--- config.mk ---
export PLATFORM = sky130hd
export DESIGN_NAME = irq_requester
export DESIGN_NICKNAME = d
export VERILOG_FILES = /design/src/rtl/irq_requester_pkg.sv /design/src/rtl/irq_req_chan.sv /design/src/rtl/irq_requester.sv
export SDC_FILE = /design/constraint.sdc
export NUM_CORES = 1
export LEC_CHECK = 0
export CORE_MARGIN = 8
export CORE_UTILIZATION = 60
export DETAILED_ROUTE_END_ITERATION = 7
export PLACE_DENSITY = 0.89
export SYNTH_ARGS = -nofsm -noshare
export SYNTH_HDL_FRONTEND = slang
export SYNTH_HIERARCHICAL = 1
export SYNTH_SLANG_ARGS = --single-unit
--- constraint.sdc ---
create_clock -name clk -period 3.4 [get_ports clk]
set_input_delay 0.85 -clock clk [delete_from_list [all_inputs] [get_ports clk]]
set_output_delay 0.85 -clock clk [all_outputs]
set_load 0.03 [all_outputs]
--- src/rtl/irq_requester_pkg.sv ---
// Shared types and default constants for the device-side IRQ/EOI requester.
package irq_requester_pkg;

  typedef enum logic [1:0] {IDLE, ASSERT, GAP} state_t;

  localparam int NUM_IRQ_DEF     = 16;
  localparam int CNT_W_DEF       = 4;
  localparam int SYNC_STAGES_DEF = 2;
  localparam int MIN_LOW_DEF     = 2;
  localparam int TIMEOUT_DEF     = 1024;
  localparam int TMO_W_DEF       = $clog2(TIMEOUT_DEF + 1);

endpackage

--- src/rtl/irq_req_chan.sv ---
// One IRQ/EOI channel: EOI synchronizer, pending-event counter, request FSM,
// timeout/gap timers and sticky status flags.
module irq_req_chan
  import irq_requester_pkg::*;
#(
  parameter int CNT_W       = CNT_W_DEF,
  parameter int SYNC_STAGES = SYNC_STAGES_DEF,
  parameter int MIN_LOW     = MIN_LOW_DEF,
  parameter int TIMEOUT     = TIMEOUT_DEF
) (
  input  logic             clk,
  input  logic             rst,
  input  logic             event_i,
  input  logic             mask_i,
  input  logic             eoi_i,
  input  logic             clr_i,
  output logic             irq_o,
  output logic [CNT_W-1:0] pend_cnt_o,
  output logic             overflow_o,
  output logic             timeout_o,
  output logic             spurious_o
);

  localparam int TMO_W = $clog2(TIMEOUT + 1);
  localparam int GAP_W = (MIN_LOW > 1) ? $clog2(MIN_LOW) : 1;
  localparam logic [CNT_W-1:0] CNT_MAX  = '1;
  localparam logic [TMO_W-1:0] TMO_LIM  = TMO_W'(TIMEOUT);
  localparam logic [GAP_W-1:0] GAP_LAST = GAP_W'(MIN_LOW - 1);

  function automatic logic [TMO_W-1:0] tmo_inc(input logic [TMO_W-1:0] t);
    return (t == TMO_LIM) ? t : t + TMO_W'(1);
  endfunction

  logic [SYNC_STAGES-1:0] sync_q;
  logic                   eoi_prev_q;
  logic                   eoi_edge;

  state_t           state_q, state_nxt;
  logic [CNT_W-1:0] cnt_q, cnt_nxt;
  logic [TMO_W-1:0] tmo_q, tmo_nxt;
  logic [GAP_W-1:0] gap_q, gap_nxt;
  logic             irq_q;
  logic             ovf_q, tmo_flag_q, spur_q;
  logic             accept, ovf_set, tmo_set, spur_set;

  // Synchronizer presets to 1 so an EOI held across reset release is not an edge.
  always_ff @(posedge clk or posedge rst) begin
    if (rst) begin
      sync_q     <= '1;
      eoi_prev_q <= 1'b1;
    end else begin
      sync_q     <= {sync_q[SYNC_STAGES-2:0], eoi_i};
      eoi_prev_q <= sync_q[SYNC_STAGES-1];
    end
  end

  assign eoi_edge = sync_q[SYNC_STAGES-1] & ~eoi_prev_q;

  always_comb begin
    state_nxt = state_q;
    tmo_nxt   = '0;
    gap_nxt   = '0;
    accept    = 1'b0;
    tmo_set   = 1'b0;
    case (state_q)
      IDLE: if (cnt_q != '0 && !mask_i) state_nxt = ASSERT;
      ASSERT: begin
        if (eoi_edge) begin
          accept    = 1'b1;
          state_nxt = GAP;
        end else begin
          tmo_nxt = tmo_inc(tmo_q);
          tmo_set = (tmo_nxt == TMO_LIM);
        end
      end
      GAP: begin
        if (gap_q == GAP_LAST) state_nxt = IDLE;
        else                   gap_nxt   = gap_q + GAP_W'(1);
      end
      default: state_nxt = IDLE;
    endcase
    spur_set = eoi_edge && (state_q != ASSERT);

    // Simultaneous event and acceptance cancel; a saturated counter drops the event.
    cnt_nxt = cnt_q;
    ovf_set = 1'b0;
    if (event_i && !accept) begin
      if (cnt_q == CNT_MAX) ovf_set = 1'b1;
      else                  cnt_nxt = cnt_q + CNT_W'(1);
    end else if (accept && !event_i) begin
      cnt_nxt = cnt_q - CNT_W'(1);
    end
  end

  always_ff @(posedge clk or posedge rst) begin
    if (rst) begin
      state_q    <= IDLE;
      cnt_q      <= '0;
      tmo_q      <= '0;
      gap_q      <= '0;
      irq_q      <= 1'b0;
      ovf_q      <= 1'b0;
      tmo_flag_q <= 1'b0;
      spur_q     <= 1'b0;
    end else begin
      state_q    <= state_nxt;
      cnt_q      <= cnt_nxt;
      tmo_q      <= tmo_nxt;
      gap_q      <= gap_nxt;
      irq_q      <= (state_nxt == ASSERT);
      ovf_q      <= ovf_set  | (ovf_q      & ~clr_i);
      tmo_flag_q <= tmo_set  | (tmo_flag_q & ~clr_i);
      spur_q     <= spur_set | (spur_q     & ~clr_i);
    end
  end

  assign irq_o      = irq_q;
  assign pend_cnt_o = cnt_q;
  assign overflow_o = ovf_q;
  assign timeout_o  = tmo_flag_q;
  assign spurious_o = spur_q;

endmodule

--- src/rtl/irq_requester.sv ---
// Device-side IRQ/EOI pad interface: NUM_IRQ independent request channels.
module irq_requester
  import irq_requester_pkg::*;
#(
  parameter int NUM_IRQ     = NUM_IRQ_DEF,
  parameter int CNT_W       = CNT_W_DEF,
  parameter int SYNC_STAGES = SYNC_STAGES_DEF,
  parameter int MIN_LOW     = MIN_LOW_DEF,
  parameter int TIMEOUT     = TIMEOUT_DEF
) (
  input  logic                     clk,
  input  logic                     rst,
  input  logic [NUM_IRQ-1:0]       event_i,
  input  logic [NUM_IRQ-1:0]       mask_i,
  input  logic [NUM_IRQ-1:0]       eoi_i,
  input  logic                     clr_i,
  output logic [NUM_IRQ-1:0]       irq_o,
  output logic [NUM_IRQ*CNT_W-1:0] pend_cnt_o,
  output logic [NUM_IRQ-1:0]       overflow_o,
  output logic [NUM_IRQ-1:0]       timeout_o,
  output logic [NUM_IRQ-1:0]       spurious_o
);

  for (genvar g = 0; g < NUM_IRQ; g++) begin : g_chan
    irq_req_chan #(
      .CNT_W       (CNT_W),
      .SYNC_STAGES (SYNC_STAGES),
      .MIN_LOW     (MIN_LOW),
      .TIMEOUT     (TIMEOUT)
    ) u_chan (
      .clk        (clk),
      .rst        (rst),
      .event_i    (event_i[g]),
      .mask_i     (mask_i[g]),
      .eoi_i      (eoi_i[g]),
      .clr_i      (clr_i),
      .irq_o      (irq_o[g]),
      .pend_cnt_o (pend_cnt_o[g*CNT_W +: CNT_W]),
      .overflow_o (overflow_o[g]),
      .timeout_o  (timeout_o[g]),
      .spurious_o (spurious_o[g])
    );
  end

endmodule

# == Word-level counts from Yosys, hierarchy flattened ==
# Cells that the tools add are included.
# totals
reg_bits,400
inputBits,51
# classes
addsub,64
eq_ne,128
muxes,288
n_bitwise,129
reduce_logical,176
# op_table
operator,n
two-way mux 11 bit,48
"== test 11 bit, second input constant",32
two-way mux 4 bit,48
"adder 11 x 1 -> 11 bit, second input constant",16
two-way mux 1 bit,128
two-way mux 2 bit,48
case mux 2 bit (3 select lines),16
"adder 4 x 1 -> 4 bit, second input constant",16
AND 1 bit,64
"== test 2 x 1 -> 1 bit, second input constant",32
"== test 4 bit, second input constant",16
logical AND 1 bit,64
nonzero test 4 bit,16
"subtractor 4 x 1 -> 4 bit, second input constant",16
zero test 1 bit,48
bitwise OR 1 bit,48
"== test 2 bit, second input constant",16
zero test 2 bit,16
"!= test 2 x 1 -> 1 bit, second input constant",16
"!= test 2 bit, second input constant",16
AND reduction 2 bit,16
nonzero test 2 bit,16
NOT 1 bit,17
"adder 1 bit, second input constant",16

# == Longest topological paths before layout ==
# Gate-level depths: netlist of the first run.
# logic_depth
word_depth,8
depth_mapped,8

# == Hierarchy ==
# Netlist of the first run, hierarchy kept.
# by_module_without_submodules
mod,instances,cells_each,area_per_inst_um2
irq_req_chan at g_chan[10].u_chan ...,10,126,1317.5
irq_req_chan at g_chan[2].u_chan ...,4,122,1262.5
irq_req_chan at g_chan[9].u_chan,1,119,1261.2
irq_req_chan at g_chan[0].u_chan,1,115,1214.9

# == Worst setup path before layout of the first run ==
# Ideal clock, no wire load.
# synth_timing
path_kind,in2reg
startpoint,input event_i[10]
endpoint,register g_chan[10].u_chan.cnt_q[3]
setup_ns,0.080
arrival_ns,1.902
required_time_ns,3.320
slack_ns,1.418
stages,6
cell_sequence,nand2_1 ha_1 a21o_1 a21oi_1 mux2i_1 xor2_1
# synth_between
elab_chain_cells,4
# synth_rtl
item,line,rtl
from (decl),irq_requester.sv:13,"input logic [NUM_IRQ-1:0] event_i,"
zero test 1 bit,irq_req_chan.sv:90,end else if (accept && !event_i) begin
logical AND 1 bit,irq_req_chan.sv:90,
nonzero test 2 bit (no line),-,
AND reduction 2 bit (no line),-,
to (signal assigned),irq_req_chan.sv:107,cnt_q <= cnt_nxt;
to (decl),irq_req_chan.sv:39,"logic [CNT_W-1:0] cnt_q, cnt_nxt;"
# Several ways; a longest one is shown, not always the timed one.
# A chain may end at the register's enable or synchronous reset.

# == Worst setup path in the final report of the first run ==
# layout_timing
startpoint,register g_chan[13].u_chan.cnt_q[0]
endpoint,output pend_cnt_o[52]
# layout_lines
item,line,rtl
from (decl),irq_req_chan.sv:39,
from (signal assigned),irq_req_chan.sv:107,
to (decl),irq_requester.sv:18,"output logic [NUM_IRQ*CNT_W-1:0] pend_cnt_o,"
# No word-level cell between the ends.

==> results of run 1 <==
-- cell type report --
type,instances,area [sq um]
Timing Repair Buffer,197,1930
Clock inverter,11,183
Inverter,132,495
Sequential cell,400,10100
Clock buffer,68,1290
Multi-Input combinational cell,1387,9760
Tap cell,455,569
Fill cell,2257,9990
-- registers in the layout (all words and copies together) (netlist names) --
register	cells
g_chan.u_chan/tmo_q	176
g_chan.u_chan/pend_cnt_o	64
g_chan.u_chan/state_q	32
g_chan.u_chan/sync_q	32
g_chan.u_chan/eoi_prev_q	16
g_chan.u_chan/gap_q	16
g_chan.u_chan/irq_o	16
g_chan.u_chan/overflow_o	16
g_chan.u_chan/spurious_o	16
g_chan.u_chan/timeout_o	16
-- worst min path at each step --
stage	startpoint	endpoint	slack, ns	cells after the start
final	g_chan[9].u_chan/sync_q[0]$_DFF_PP1_	g_chan[9].u_chan/sync_q[1]$_DFF_PP1_	0.35	0
after global routing	g_chan[2].u_chan/sync_q[0]$_DFF_PP1_	g_chan[2].u_chan/sync_q[1]$_DFF_PP1_	0.36	0
after CTS	g_chan[9].u_chan/sync_q[0]$_DFF_PP1_	g_chan[9].u_chan/sync_q[1]$_DFF_PP1_	0.36	0
after detailed placement	g_chan[9].u_chan/sync_q[0]$_DFF_PP1_	g_chan[9].u_chan/sync_q[1]$_DFF_PP1_	0.35	0
after global placement	g_chan[12].u_chan/sync_q[0]$_DFF_PP1_	g_chan[12].u_chan/sync_q[1]$_DFF_PP1_	0.35	0
after floorplan	g_chan[0].u_chan/sync_q[0]$_DFF_PP1_	g_chan[0].u_chan/sync_q[1]$_DFF_PP1_	0.35	0
-- metrics by stage --
stage          instance area [sq um]  std cells  setup slack [ns]  hold slack, ns
2_1_floorplan                  20700       1982              1.42           0.345
3_5_place_dp                   22800       2571             0.733           0.347
6_report                       24300       2650             0.769           0.355
3_3_place_gp                   22800       2571             0.837           0.345
5_1_grt                        24300       2650             0.683           0.358
4_1_cts                        24300       2650             0.718           0.356
-- placed cells by master, fill, tap and decap left out, types with 18 or more instances in the layout --
cell type | synthesis | layout
mux2i_1 | 24 | 24
a21o_1 | 27 | 27
nor3_1 | 37 | 37
dfstp_2 | 48 | 48
nand4_1 | 49 | 49
dfrtp_1 | 352 | 352
a211o_1 | 20 | 20
a21oi_1 | 77 | 77
o22ai_1 | 42 | 42
buf_4 | 10 | 18
or3_1 | 25 | 25
clkbuf_16 | 0 | 45
mux2_2 | 43 | 43
inv_1 | 132 | 132
nor2_1 | 169 | 169
clkdlybuf4s50_1 | 0 | 177
ha_1 | 64 | 64
o21ai_0 | 57 | 57
o41ai_1 | 32 | 32
xnor2_1 | 67 | 67
nand3_1 | 92 | 92
xor2_1 | 92 | 92
nor4_1 | 47 | 47
nand2_1 | 146 | 146
a2111oi_0 | 20 | 20
-- power by group through the flow --
stage,Combinational [mW],Sequential (mW),Clock [mW]
6_report,6.58,7.14,4.83
5_1_grt,7.16,7.30,5.13
4_1_cts,6.63,7.12,4.93
3_5_place_dp,6.53,7.15,0
3_3_place_gp,6.21,7.07,0
2_1_floorplan,3.20,8.05,0
-- metal layers --
metal | share of wire | global-route usage | vias to the layer above
li1 | - | - | 7465
met1 | 0.42 | 0.287 | 7837
met2 | 0.50 | 0.387 | 475
met3 | 0.053 | 0.0433 | 93
met4 | 0.023 | 0.0631 | 0
met5 | 0 | 0 | -
-- cell families after synthesis --
group,count (synthesis),share of synthesized area
XOR/XNOR,159,0.0673
flip-flops,400,0.486
adder cells (fa/ha/maj),80,0.0542
AO/OA/AOI/OAI,352,0.121
multiplexers,67,0.0350
buffers and inverters,195,0.0421
AND/OR/NAND/NOR,729,0.194
==> metrics.cfg, run 1 <==
[detailed_routing]
drt_iter0_drc = 1041
drc = 0
num_vias = 15900
vias_per_cell = 5.99
wl_mm = 46.6
ant_nets = 0
wl_per_cell_microns = 17.6
firstDrtPassIters = 7

[global_route]
grt_pass1_vias = 16100
track_usage = 0.225
grt_pass1_wl_mm = 78.8
grt_overflow_total = 0
grt_max_degree = 27
antenna_found_initial = 0

[logic_synthesis]
ys_seq_area_frac = 0.486
synth_fp_nets = 2113
avgSynthCellArea_sq_um = 10.4
synth_ff_type = dfrtp_1
yosys_warnings = 6
synthCells = 1982
synth_edf_count = 0
synth_area_sq_um = 20700
synth.area.top_cells = dfrtp_1, dfstp_2, xor2_1
netlist-cell-type-count = 62
ys_top_cells_by_count = dfrtp_1, nor2_1, nand2_1, inv_1
yosys.area.top_type = dfrtp_1
ys_ff_latch = 400
async_flop_share = 1.00
synth_top_area_frac = 0.426
synthMostInstantiatedCell = dfrtp_1

[critical_path]
cp-start-kind = flip-flop
crit_start = g_chan[13].u_chan/pend_cnt_o[0]$_DFFE_PP0P_
cp-end-kind = output pin
critPathCapture = pend_cnt_o[52]
cp_cell_sequence = clkdlybuf4s50_1
cpLargestDelayFamily = buffers and inverters
cpPeakStageDelay_ns = 0.76
crit_fanout = 6
arrival_ns = 1.78
r2r_start = g_chan[11].u_chan/sync_q[1]$_DFF_PP1_
crit_cells = 1
r2r_cells = 7
crit_buf_inv = 1
rrSetupSlack_ns = 1.05
worstPathRequired_ns = 2.55
critPathKind = reg -> out
slowest_stage = clkdlybuf4s50_1
rr_endpoint = g_chan[11].u_chan/pend_cnt_o[3]$_DFFE_PP0P_

[sta]
max_freq_mhz = 380
rsz0062_at_grt = no
final-hold-violation-count = 0
slew_headroom = 0.456
fin_skew_ns = 0.00971
finalSetupViolations = 0
final.setup.tns_ns = 0
period_share = 0.774
worstMarginPinSlew_ns = 0.813
slew_viol_final = 0
min_period_ns = 2.63

[finish]
layout.nets = 2292
area_growth_pct = 17.4
drive_above_1_share = 0.120
postLayoutCoreUtil = 0.709
diodes = 0

[clock_network]
cts.clk_slew.worst_paths_ns = 0.06
post-cts-setup-buffers = 0
cts_tree = built
root_buffer = clkbuf_16
cts_buffer_depth = 3
holdBufCountCts = 0
clk_latency_ns = 0.53
cts_resized = 0
cts_sinks = 400
htree_levels = 2
cts_made_buffers = 43

[power_and_ir_drop]
ir_worst_vdd_mv = 0.740
power_mw = 18.5
power_density_nw_per_um2 = 763
p_int_mw = 11.7
p_sw_frac = 0.370
power.share.clock = 0.260
power.share.sequential = 0.385
pwr-share-comb = 0.355
p_leak_nw = 10.4
power.switching_mw = 6.87

[placement]
gp_congestion = 0.901
numPortBuffers = 178
hpwl_mm = 31.4

[die]
die_h_microns = 202
initial_utilization = 0.604
io_pins = 179
rows = 68
die_w_microns = 202
die_area_sq_um = 40700
core_sq_um = 34300

[run]
cap_viol_max_count = 0

[run_status]
outcome = finished clean

[worst_hold_path]
min_path_type = reg -> reg

(Power assumes the default switching activity.)
==> inputs of run 2 (changes only) <==
CORE_UTILIZATION = 59   (was 60)
PLACE_DENSITY = 0.88   (was 0.89)
clock period = 2.7 ns   (was 3.4 ns; I/O delays follow)
==> run 2 against run 1 <==
Global-route usage shrank 0.58 points. Critical path type unchanged. Clock power up 28%. Sequential share of layout area fell by 0.098 points. Largest cell class unchanged. Highest routed layer unchanged. Combinational power grew 26%. Sequential cell count unchanged. Critical path depth stayed put. Via count decreased by 0.26%. Count of clock-buffer cells in the layout shrank 1. Largest power group unchanged. Die area increased by 1.6%.
==> metrics.cfg, run 2 (same netlist as run 1, synthesis figures left out) <==
[sta]
final-hold-violation-count = 0  ; unchanged
final.setup.tns_ns = 0  ; unchanged
max_freq_mhz = 402
min_period_ns = 2.48
slew_headroom = 0.534  ; +0.0773
period_share = 0.920
slew_viol_final = 0  ; unchanged
finalSetupViolations = 0  ; unchanged
worstMarginPinSlew_ns = 0.693  ; -0.120 ns
fin_skew_ns = 0.00995  ; +0.000242 ns
timing.final.ws_setup_ns = 0.215  ; -0.554 ns
rsz0062_at_grt = no

[finish]
diodes = 0  ; unchanged
largest_reg_flops = 176  ; unchanged
final_cell_mix = dfrtp_1, clkdlybuf4s50_1, nor2_1, nand2_1, inv_1
layout.nets = 2293  ; +0.044%
final_common_cell = dfrtp_1
drive_above_1_share = 0.123  ; +0.00308
area_growth_pct = 17.7
regMostFlops = g_chan.u_chan/tmo_q

[worst_hold_path]
min_path_type = reg -> reg

[power_and_ir_drop]
p_leak_nw = 10.5  ; +0.26%
ir_worst_vdd_mv = 1.04  ; +40%
power_mw = 23.4  ; +26%
power_density_nw_per_um2 = 962  ; +26%

[detailed_routing]
ant_nets = 0  ; unchanged
drc = 0  ; unchanged
num_vias = 15800  ; -0.26%
wl_per_cell_microns = 17.4  ; -0.97%
firstDrtPassIters = 5  ; -2
drt_iter0_drc = 927  ; -11%
vias_per_cell = 5.97  ; -0.34%
wl_mm = 46.2  ; -0.89%

[run_status]
outcome = finished clean

[clock_network]
clk_latency_ns = 0.54  ; about the same
cts_tree = built
cts_made_buffers = 43  ; unchanged
cts.clk_slew.worst_paths_ns = 0.06  ; about the same
cts_resized = 0  ; unchanged
holdBufCountCts = 0  ; unchanged
root_buffer = clkbuf_16
htree_levels = 2  ; unchanged
post-cts-setup-buffers = 0  ; unchanged
cts_buffer_depth = 3  ; unchanged
cts_sinks = 400  ; unchanged

[run]
cap_viol_max_count = 0  ; unchanged

[die]
die_area_sq_um = 41300  ; +1.6%
rows = 68  ; unchanged
die_h_microns = 203  ; +0.78%
io_pins = 179  ; unchanged
core_sq_um = 34500  ; +0.74%
initial_utilization = 0.599  ; -0.00446
die_w_microns = 203  ; +0.78%

[critical_path]
arrival_ns = 1.81  ; +0.03 ns
cp_cell_sequence = clkdlybuf4s50_1
cp-start-kind = flip-flop
critPathKind = reg -> out
cp-end-kind = output pin
cpPeakStageDelay_ns = 0.79  ; +0.03 ns
worstPathRequired_ns = 2.03  ; -0.52 ns
slowest_stage = clkdlybuf4s50_1
crit_fanout = 6  ; unchanged
crit_buf_inv = 1  ; unchanged
cpLargestDelayFamily = buffers and inverters

[placement]
gp_congestion = 0.880  ; -2.3%
hpwl_mm = 31.3  ; -0.11%
numPortBuffers = 178  ; unchanged
post-place-ws_ns = 0.202  ; -0.531 ns

[global_route]
grt_pass1_vias = 16300  ; +0.88%
grt_pass1_wl_mm = 77.9  ; -1.1%
antenna_found_initial = 0  ; unchanged
track_usage = 0.219  ; -0.00578
grt_overflow_total = 0  ; unchanged
grt_max_degree = 26  ; -3.7%

## run 2: cell types whose count changed in the layout (fill, tap and decap cells not counted), sizes merged
cell,change
buf,+1
clkinvlp,+1
inv,+3
clkbuf,-1
clkinv,-2
## run 2: report_power, final
part | total (mW) | internal, mW | switching, mW | leakage (nW)
clock network | 6.17 | 3.81 | 2.36 | 0.739
registers | 8.99 | 7.36 | 1.64 | 5.15
logic | 8.27 | 3.59 | 4.69 | 4.58
total | 23.4 | 14.8 | 8.69 | 10.5
## run 2: worst reg2reg max path, stage by stage (launching register included)
cell     delay, ns
dfstp_2       0.54
nor2b_1       0.20
nand2_1       0.16
nand2_1       0.21
ha_1          0.29
a21o_1        0.19
a21oi_1       0.23
mux2i_1       0.28
xor2_1        0.16
## run 2: cell type report
cell class                      count  area [sq um]
Clock buffer                       67          1310
Clock inverter                     13           206
Fill cell                        2368         10200
Inverter                          132           495
Multi-Input combinational cell   1387          9760
Sequential cell                   400         10100
Tap cell                          455           569
Timing Repair Buffer              198          1950
## run 2: per-stage QoR
stage               instance area (sq um)  utilization  hold slack (ns)  cells
detailed placement                  22800        0.661            0.347   2572
global route                        24400        0.705            0.356   2652
finish                              24400        0.705            0.349   2652
floorplan                           20700            -            0.345   1982
global placement                    22800        0.661            0.345   2572
CTS                                 24400        0.705            0.351   2652
## run 2: final timing paths
| kind | start | to | slack [ns] | cells past startpoint |
|---|---|---|---|---|
| min in group asynchronous | rst | g_chan[10].u_chan/tmo_q[3]$_DFF_PP0_ | 0.80 | 3 |
| max in group asynchronous | rst | g_chan[7].u_chan/eoi_prev_q$_DFF_PP1_ | 1.14 | 4 |
| max | g_chan[13].u_chan/pend_cnt_o[0]$_DFFE_PP0P_ | pend_cnt_o[52] | 0.22 | 1 |
| min reg2reg | g_chan[3].u_chan/sync_q[0]$_DFF_PP1_ | g_chan[3].u_chan/sync_q[1]$_DFF_PP1_ | 0.35 | 0 |
| min | g_chan[3].u_chan/sync_q[0]$_DFF_PP1_ | g_chan[3].u_chan/sync_q[1]$_DFF_PP1_ | 0.35 | 0 |
| max reg2reg | g_chan[9].u_chan/sync_q[1]$_DFF_PP1_ | g_chan[9].u_chan/pend_cnt_o[3]$_DFFE_PP0P_ | 0.36 | 8 |
## run 2: routing by layer
metal | up-vias | share of wire | GRT usage
li1 | 7463 | - | -
met2 | 386 | 0.51 | 0.383
met3 | 77 | 0.047 | 0.0360
met5 | - | 0 | 0
met4 | 0 | 0.020 | 0.0603
met1 | 7902 | 0.43 | 0.280
